### config.mk
export PLATFORM = sky130hd
export DESIGN_NAME = blk_cda787
export DESIGN_NICKNAME = d
export VERILOG_FILES = /design/src/rtl/blk_cda787.sv
export SDC_FILE = /design/constraint.sdc
export NUM_CORES = 1
export LEC_CHECK = 0
export CORE_UTILIZATION = 36
export DETAILED_ROUTE_END_ITERATION = 8
export GPL_TIMING_DRIVEN = 0
export PLACE_DENSITY = 0.87
export SYNTH_ARGS = -nofsm -noshare
export SYNTH_HDL_FRONTEND = slang
export SYNTH_SLANG_ARGS = --single-unit
### constraint.sdc
create_clock -name clk -period 2.9 [get_ports clk]
set_clock_uncertainty 0.05 [all_clocks]
set_input_delay 0.435 -clock clk [delete_from_list [all_inputs] [get_ports clk]]
set_output_delay 0.435 -clock clk [all_outputs]
set_load 0.005 [all_outputs]
### src/rtl/blk_cda787.sv
// -----------------------------------------------------------------------------
// blk_cda787 : sequencer RAM arbiter
//
// Shares one single-port RAM (2**ADDR_W x DATA_W, 1-cycle read latency)
// between two Avalon-MM masters: m0 (sequencer CPU data port) and m1
// (debug/loader port). At most one RAM access is issued per clock. The grant
// is combinational, so the granted access drives ram_* in the same cycle its
// waitrequest is low. Read data comes back one cycle later and is flagged to
// the master that issued the read.
//
// Arbitration
//   default build : fixed priority m0 > m1. A starvation counter forces an m1
//                   grant once m1 has been denied MAX_WAIT cycles in a row.
//   SEQ_RAM_ARB_RR_EN defined : round-robin between m0/m1 using a one-bit
//                   last-grant register (m0 counts as last after reset, so m1
//                   wins the first contended cycle).
//   m1_lock : once m1 is granted with m1_lock=1, only m1 is served until the
//             first cycle m1_lock drops (that cycle arbitrates normally).
//
// Ports
//   clk, reset_n                      clock, async active-low reset
//   mN_address/byteenable/writedata   master N access (N = 0, 1)
//   mN_read, mN_write                 requests; read+write together = write
//   mN_waitrequest                    1 = not accepted this cycle (also idle)
//   mN_readdata, mN_readdatavalid     read return (data is broadcast)
//   m1_lock                           m1 keeps ownership after its grant
//   ram_address/byteenable/writedata  RAM access fields (hold when idle)
//   ram_chipselect, ram_write         RAM access strobe / write qualifier
//   ram_clken                         0 in reset, 1 otherwise
//   ram_readdata                      RAM q, valid the cycle after a read
// -----------------------------------------------------------------------------
module blk_cda787 #(
  parameter int ADDR_W   = 9,
  parameter int DATA_W   = 32,
  parameter int BE_W     = 4,
  parameter int MAX_WAIT = 8
) (
  input  logic              clk,
  input  logic              reset_n,
  input  logic [ADDR_W-1:0] m0_address,
  input  logic [BE_W-1:0]   m0_byteenable,
  input  logic              m0_read,
  input  logic              m0_write,
  input  logic [DATA_W-1:0] m0_writedata,
  output logic              m0_waitrequest,
  output logic [DATA_W-1:0] m0_readdata,
  output logic              m0_readdatavalid,
  input  logic [ADDR_W-1:0] m1_address,
  input  logic [BE_W-1:0]   m1_byteenable,
  input  logic              m1_read,
  input  logic              m1_write,
  input  logic [DATA_W-1:0] m1_writedata,
  output logic              m1_waitrequest,
  output logic [DATA_W-1:0] m1_readdata,
  output logic              m1_readdatavalid,
  input  logic              m1_lock,
  output logic [ADDR_W-1:0] ram_address,
  output logic [BE_W-1:0]   ram_byteenable,
  output logic [DATA_W-1:0] ram_writedata,
  output logic              ram_chipselect,
  output logic              ram_write,
  output logic              ram_clken,
  input  logic [DATA_W-1:0] ram_readdata
);

  localparam int CNT_W = $clog2(MAX_WAIT + 1);
  localparam logic [CNT_W-1:0] CNT_MAX = CNT_W'(MAX_WAIT);

  typedef enum logic {
    IDLE   = 1'b0,
    LOCKED = 1'b1
  } state_t;

  state_t            state, state_nxt;
  logic              active;      // 0 in reset and until the first edge after release
  logic [CNT_W-1:0]  wait_cnt;
  logic              req0, req1;
  logic              gnt0, gnt1, gnt_any;
  logic              lock_hold;
  logic              force1;
  logic              pick1;
  logic              sel_write;
  logic [ADDR_W-1:0] sel_address;
  logic [BE_W-1:0]   sel_byteenable;
  logic [DATA_W-1:0] sel_writedata;
  logic [ADDR_W-1:0] address_q;
  logic [BE_W-1:0]   byteenable_q;
  logic [DATA_W-1:0] writedata_q;
  logic              rd_vld;
  logic              rd_own;      // 0 = m0, 1 = m1

`ifdef SEQ_RAM_ARB_RR_EN
  logic              last_m1;     // 1 = m1 received the most recent grant
`endif

  assign req0 = m0_read | m0_write;
  assign req1 = m1_read | m1_write;

  // Reset asserts asynchronously but releases on a clock edge, so no grant can
  // be issued in the partial cycle after reset_n rises.
  // NOTE: sequential state uses non-blocking assignments only, so every flop
  // samples values from before the edge regardless of block evaluation order.
  always_ff @(posedge clk or negedge reset_n) begin
    if (!reset_n) active <= 1'b0;
    else          active <= 1'b1;
  end

  // While locked and m1 still asserts m1_lock, m1 is the only candidate.
  assign lock_hold = (state == LOCKED) && m1_lock;
  assign force1    = (wait_cnt == CNT_MAX);

`ifdef SEQ_RAM_ARB_RR_EN
  assign pick1 = !last_m1 || force1;
`else
  assign pick1 = force1;
`endif

  // NOTE: every signal written in this block gets a default first, so no path
  // leaves one unassigned and no latch is inferred.
  always_comb begin
    gnt0      = 1'b0;
    gnt1      = 1'b0;
    state_nxt = state;

    if (active) begin
      if (lock_hold) begin
        gnt1 = req1;
      end else begin
        gnt1 = req1 && (!req0 || pick1);
        gnt0 = req0 && !gnt1;
      end
    end

    unique case (state)
      IDLE:    if (gnt1 && m1_lock) state_nxt = LOCKED;
      LOCKED:  if (!m1_lock)        state_nxt = IDLE;
      default: state_nxt = IDLE;
    endcase
  end

  assign gnt_any = gnt0 | gnt1;

  always_ff @(posedge clk or negedge reset_n) begin
    if (!reset_n) state <= IDLE;
    else          state <= state_nxt;
  end

  // Starvation counter: counts consecutive denied m1 cycles, frozen while m1
  // holds the lock (m1 is being served, so it is not starving).
  always_ff @(posedge clk or negedge reset_n) begin
    if (!reset_n) begin
      wait_cnt <= '0;
    end else if (!active || !req1 || gnt1) begin
      wait_cnt <= '0;
    end else if (!lock_hold && wait_cnt != CNT_MAX) begin
      wait_cnt <= wait_cnt + CNT_W'(1);
    end
  end

`ifdef SEQ_RAM_ARB_RR_EN
  always_ff @(posedge clk or negedge reset_n) begin
    if (!reset_n)     last_m1 <= 1'b0;
    else if (gnt_any) last_m1 <= gnt1;
  end
`endif

  // Access fields of the winning master.
  assign sel_write      = gnt1 ? m1_write      : m0_write;
  assign sel_address    = gnt1 ? m1_address    : m0_address;
  assign sel_byteenable = gnt1 ? m1_byteenable : m0_byteenable;
  assign sel_writedata  = gnt1 ? m1_writedata  : m0_writedata;

  // Last issued access fields; the RAM bus holds them while idle.
  always_ff @(posedge clk or negedge reset_n) begin
    if (!reset_n) begin
      address_q    <= '0;
      byteenable_q <= '0;
      writedata_q  <= '0;
    end else if (gnt_any) begin
      address_q    <= sel_address;
      byteenable_q <= sel_byteenable;
      writedata_q  <= sel_writedata;
    end
  end

  assign ram_chipselect = gnt_any;
  assign ram_write      = gnt_any & sel_write;
  assign ram_address    = gnt_any ? sel_address    : address_q;
  assign ram_byteenable = gnt_any ? sel_byteenable : byteenable_q;
  assign ram_writedata  = gnt_any ? sel_writedata  : writedata_q;
  assign ram_clken      = active;

  // Read return pipeline: one stage, matching the RAM latency. A read in
  // flight when reset asserts is discarded.
  always_ff @(posedge clk or negedge reset_n) begin
    if (!reset_n) begin
      rd_vld <= 1'b0;
      rd_own <= 1'b0;
    end else begin
      rd_vld <= gnt_any & !sel_write;
      rd_own <= gnt1;
    end
  end

  assign m0_waitrequest   = !gnt0;
  assign m1_waitrequest   = !gnt1;
  assign m0_readdata      = ram_readdata;
  assign m1_readdata      = ram_readdata;
  assign m0_readdatavalid = rd_vld & !rd_own;
  assign m1_readdatavalid = rd_vld &  rd_own;

endmodule

Yosys cells after proc, flatten, opt, wreduce, memory -nomap -nowiden
Cells that the tools add are included.
Storage, ports and cells
  output and inout port bits: 116
  register bits after elaboration: 53
  logic and storage cells: 53
  input port bits: 129
Operators by class
  muxes and demuxes: 16
  equality and inequality tests: 2
  bitwise gates (word level): 8
  reductions and logical operators: 18
  $add $sub $neg: 1
Operator list (count)
  32-bit 2-to-1 mux: 2
  9-bit 2-to-1 mux: 2
  4-bit 2-to-1 mux: 4
  1-bit zero test: 9
  1-bit 2-to-1 mux: 7
  1-bit logical AND: 5
  4-bit by 1-bit adder with 4-bit output, second input constant: 1
  1-bit bitwise AND: 4
  4-bit equality test, second input constant: 1
  4-bit inequality test, second input constant: 1
  1-bit logical OR: 3
  1-bit bitwise OR: 3
  1-bit one-hot mux with 2 select lines: 1
  2-bit nonzero test: 1
  1-bit NOT: 1

Logic depth before layout (Yosys ltp)
  word-level depth: 10
  gate-level depth with buffers: 7
  depth with buffers taken out: 6

Least setup slack after synthesis
OpenSTA, ideal clock, no wires.
  kind: register to output
  start point: reg wait_cnt[0]
  end point: out ram_writedata[12]
  required time: 2.415 ns
  buffers on the path: 2
  arrival: 1.429 ns
  path slack: 0.986 ns
  stages on the path, launching flop included: 8
  cell sequence: dfrtp_1 -> inv_1 -> ha_1 -> nand3b_4 -> buf_2 -> buf_2 -> a211o_1 -> o221a_1
Between the ends
  word-level cells in the longest chain between the ends: 9
  elaborated cells between the ends (all ways): 12
  those cells by class: 1 x eq/ne; 6 x mux; 1 x bitwise; 4 x reduce/logical
RTL lines
  start, declared: line 76  | logic [CNT_W-1:0] wait_cnt;
  start signal, assigned: line 156  | wait_cnt <= wait_cnt + CNT_W'(1);
  4-bit equality test *: line 110  | assign force1 = (wait_cnt == CNT_MAX);
  1-bit logical OR *: line 129  | gnt1 = req1 && (!req0 || pick1);
  1-bit logical AND *: line 129
  1-bit zero test: line 130  | gnt0 = req0 && !gnt1;
  1-bit logical AND: line 130
  1-bit 2-to-1 mux: line 126  | if (lock_hold) begin
  1-bit 2-to-1 mux: line 125  | if (active) begin
  1-bit bitwise OR: line 141  | assign gnt_any = gnt0 | gnt1;
  32-bit 2-to-1 mux *
  end, declared: line 59  | output logic [DATA_W-1:0] ram_writedata,
Mark *: on every way between the ends. The rest lies on a longest branch, timed or not.

Worst setup path after layout
  start point: reg wait_cnt[0]
  end point: out ram_writedata[3]
The elaborated chain is that of the path after synthesis.

==> results by group <==
Clocking
  – Clock transition at the registers of the reported paths: roughly 0.10 ns
  – Skew-Pair Late Insertion Delay: 0.30 ns
  – Clock root buffer: clkbuf_8
  – CTS tree: built
  – CTS Hold Buffers Added: 0
  – CTS sink cnt: 53
  – CTS Buffer Depth: 2
  – H-tree depth: 2
  – CTS Buf Count: 5

Floorplanning
  – Die H: ~95 um
  – # IOs: around 250
  – Die Width: 94.7 um
  – # rows: 33
  – Die area: between 8000 and 9000 um^2
  – Initial Util: 0.374
  – Core area: ~8300 um^2

Cells and area
  – Multi-input logic area: 1120 um^2
  – Fill cell count: 640
  – Area growth from synthesis to final layout: 83.7%
  – Layout cells sized above 1: 0.237
  – FF/Latch Area: 1330 um^2
  – Final instance area: 5680 um^2
  – Antenna cells: 0
  – Fin nets: approximately 620
  – Utilization after layout: 0.687

Power
  – Leakage Power: around 2.4 nW
  – Power Dens Cells: 368 nW/um^2
  – Max VDD drop: between 0.2 and 0.25 mV

Synthesis
  – Sequential share of the synthesized area: 0.429
  – Area leader, netlist: dfrtp_1
  – Yosys Warn Count: 0
  – Count leader, synth: buf_4
  – Cells after Synth: roughly 260
  – Commonest cells in the netlist: 69 x buf_4, 53 x dfrtp_1, 45 x a211o_1, 45 x o221a_1, 7 x buf_6
  – Post-synth EDFFs: 0
  – Syn Std Cell Area: ~3100 um^2
  – Synth top area share: 0.429
  – Top cells by area, synth: dfrtp_1 43%, buf_4 17%, o221a_1 16%
  – Unique cell type count in the Yosys netlist: 27
  – Post-synthesis register bit count: 53
  – Syn_nets: just under 400
  – Average size of a mapped cell: 11.8 um^2
  – Most used DFF post-synth: dfrtp_1
  – FFs w/ async S/R, synth: 1.00

GRT
  – Total GRT Usage: 0.235
  – Largest net degree at the start of global routing: 30
  – Initial antenna violation count: 0
  – Vias in the first global route: about 3,300
  – Global-route wire length before repair: ~16 mm
  – Grt ovf: 0

Routing
  – DRT iter0 DRCs: 91
  – DRC: 0
  – Vias: between 3,000 and 4,000
  – Vias per cell: approximately 5.2
  – Final WL: 11.0 mm
  – Post-route ant nets: 0
  – WL per Instance: 18.4 um
  – DRT Pass-1 Iters: 4

Job
  – Max Cap Violations: 0

Timing
  – Setup Viol. Count Final: 0
  – FMAX: around 0.36 GHz
  – Minimum clock period: approximately 2.8 ns
  – Slew Viols, Final: 0
  – Crit share post-route: 0.961
  – Fin. Hold Viols: 0
  – Relative max-transition margin: 0.599
  – Tightest Pin Transition: around 0.6 ns
  – Setup WS post-layout: ~0.11 ns

Worst setup path
  – CP most frequent cell: buf_6
  – Slowest cell delay on critical path: 0.51 ns
  – Worst path cell trace: inv_1 > ha_1 > nand3b_4 > o211ai_4 > buf_6 > buf_6 > o221a_1 > clkdlybuf4s50_1
  – Crit Path Max Fanout: 10
  – Worst setup path class: flip-flop to primary output
  – Crit path arrival time: 2.30 ns
  – CP startpoint kind: flip-flop
  – Required time worst endpoint: about 2.4 ns
  – Critical Path End Type: primary output
  – CP max-delay cell: clkdlybuf4s50_1
  – Flop2flop setup slack: around 1.1 ns

Placement
  – # port buffers: 212
  – Pre-CTS setup slack: -0.326 ns
  – DP Area: around 5400 um^2
  – GPL Wtd Cong: 0.730
  – HPWL after DPL: 8.46 mm

Worst hold path
  – HP Class: input port to async pin

Status
  – Status: finished, final reports clean
cell type report:
| class | instances | area share |
|---|---|---|
| timing repair buffer | 225 | 0.400 |
| sequential | 53 | 0.234 |
| multi-input combinational | 113 | 0.198 |
| buffer | 88 | 0.123 |
| tap | 105 | 0.0231 |
| clock buffer | 7 | 0.0170 |
| inverter | 6 | 0.00397 |
| clock inverter | 1 | 0.000882 |
metal layers:
| layer | wire [um] | GRT usage | vias up |
|---|---|---|---|
| met5 | 0 | 0 | - |
| met4 | 89 | 0.0631 | 0 |
| met3 | 1020 | 0.0717 | 6 |
| met2 | 5890 | 0.441 | 180 |
| met1 | 4010 | 0.253 | 1505 |
| li1 | - | - | 1402 |
worst max-delay path: cells and delay by family (launching register included):
family	cells	cell delay [ns]
buffers and inverters	4	0.89
flip-flops	1	0.39
AO/OA/AOI/OAI	2	0.43
adder cells (fa/ha/maj)	1	0.18
AND/OR/NAND/NOR	1	0.11
worst paths after layout:
kind / end / startpoint / cells after the start
worst max-delay path: ram_writedata[3] / wait_cnt[0] / 8
worst min-delay path: state / reset_n / 1
worst max register to register: writedata_q[17] / wait_cnt[0] / 8
worst min register to register: address_q[7] / address_q[7] / 1
max in group asynchronous: writedata_q[5] / reset_n / 2
min in group clk: state / m1_lock / 2
flip-flops by register name, indices dropped and copies added, names as in the netlist:
signal        cells
address_q         9
byteenable_q      4
ram_clken         1
rd_own            1
rd_vld            1
state             1
wait_cnt          4
writedata_q      32
placed cells by master, fill, tap and decap left out, types with 2 or more instances in the layout:
cell type | synthesis | routed
clkbuf_2 | 0 | 3
buf_4 | 69 | 79
dlygate4sd2_1 | 0 | 4
clkbuf_4 | 0 | 3
clkdlybuf4s50_1 | 0 | 188
o22ai_1 | 2 | 2
o221a_1 | 45 | 44
clkbuf_8 | 0 | 7
buf_6 | 7 | 12
inv_1 | 6 | 6
ha_1 | 2 | 2
dfrtp_1 | 53 | 53
dlymetal6s2s_1 | 0 | 19
a211o_1 | 45 | 45
buf_2 | 6 | 3
nor3_1 | 4 | 4
where the power goes:
group / leakage [nW] / internal, mW / total (mW) / switching, mW
clock network: 0.0542 / 0.217 / 0.462 / 0.245
logic: 1.76 / 0.511 / 0.771 / 0.260
registers: 0.604 / 0.824 / 0.855 / 0.0308
total: 2.42 / 1.55 / 2.09 / 0.535
repair_timing:
action,4_1_cts,5_1_grt
endpoints found under the setup margin,47,40
gates resized for setup,19,32
setup buffers,4,8
pin swaps,1,3
per-stage QoR:
step / TNS [ns] / total power, mW / hold WS [ns] / instances
2_1_floorplan: 0 / 1.14 / 0.0894 / 261
3_3_place_gp: -26.68 / 1.60 / 0.422 / 578
3_5_place_dp: -9.97 / 1.62 / 0.433 / 579
4_1_cts: 0 / 2.10 / 0.0947 / 591
5_1_grt: -0.0000113 / 2.19 / 0.102 / 598
6_report: 0 / 2.09 / 0.0712 / 598
kinds of logic (layout without fill, tap and decap cells):
kind of cell	after synthesis	count (layout)	share of synthesized area
other	1	1	0.00121
AOI/OAI and AO/OA	98	98	0.315
DFF	53	53	0.429
and+or+nand+nor	10	10	0.0219
adders and majority gates	2	2	0.00810
xor gates and xnor gates	2	2	0.00567
buffers and inverters	95	327	0.219
No activity file was read; power rests on OpenSTA's default activity.
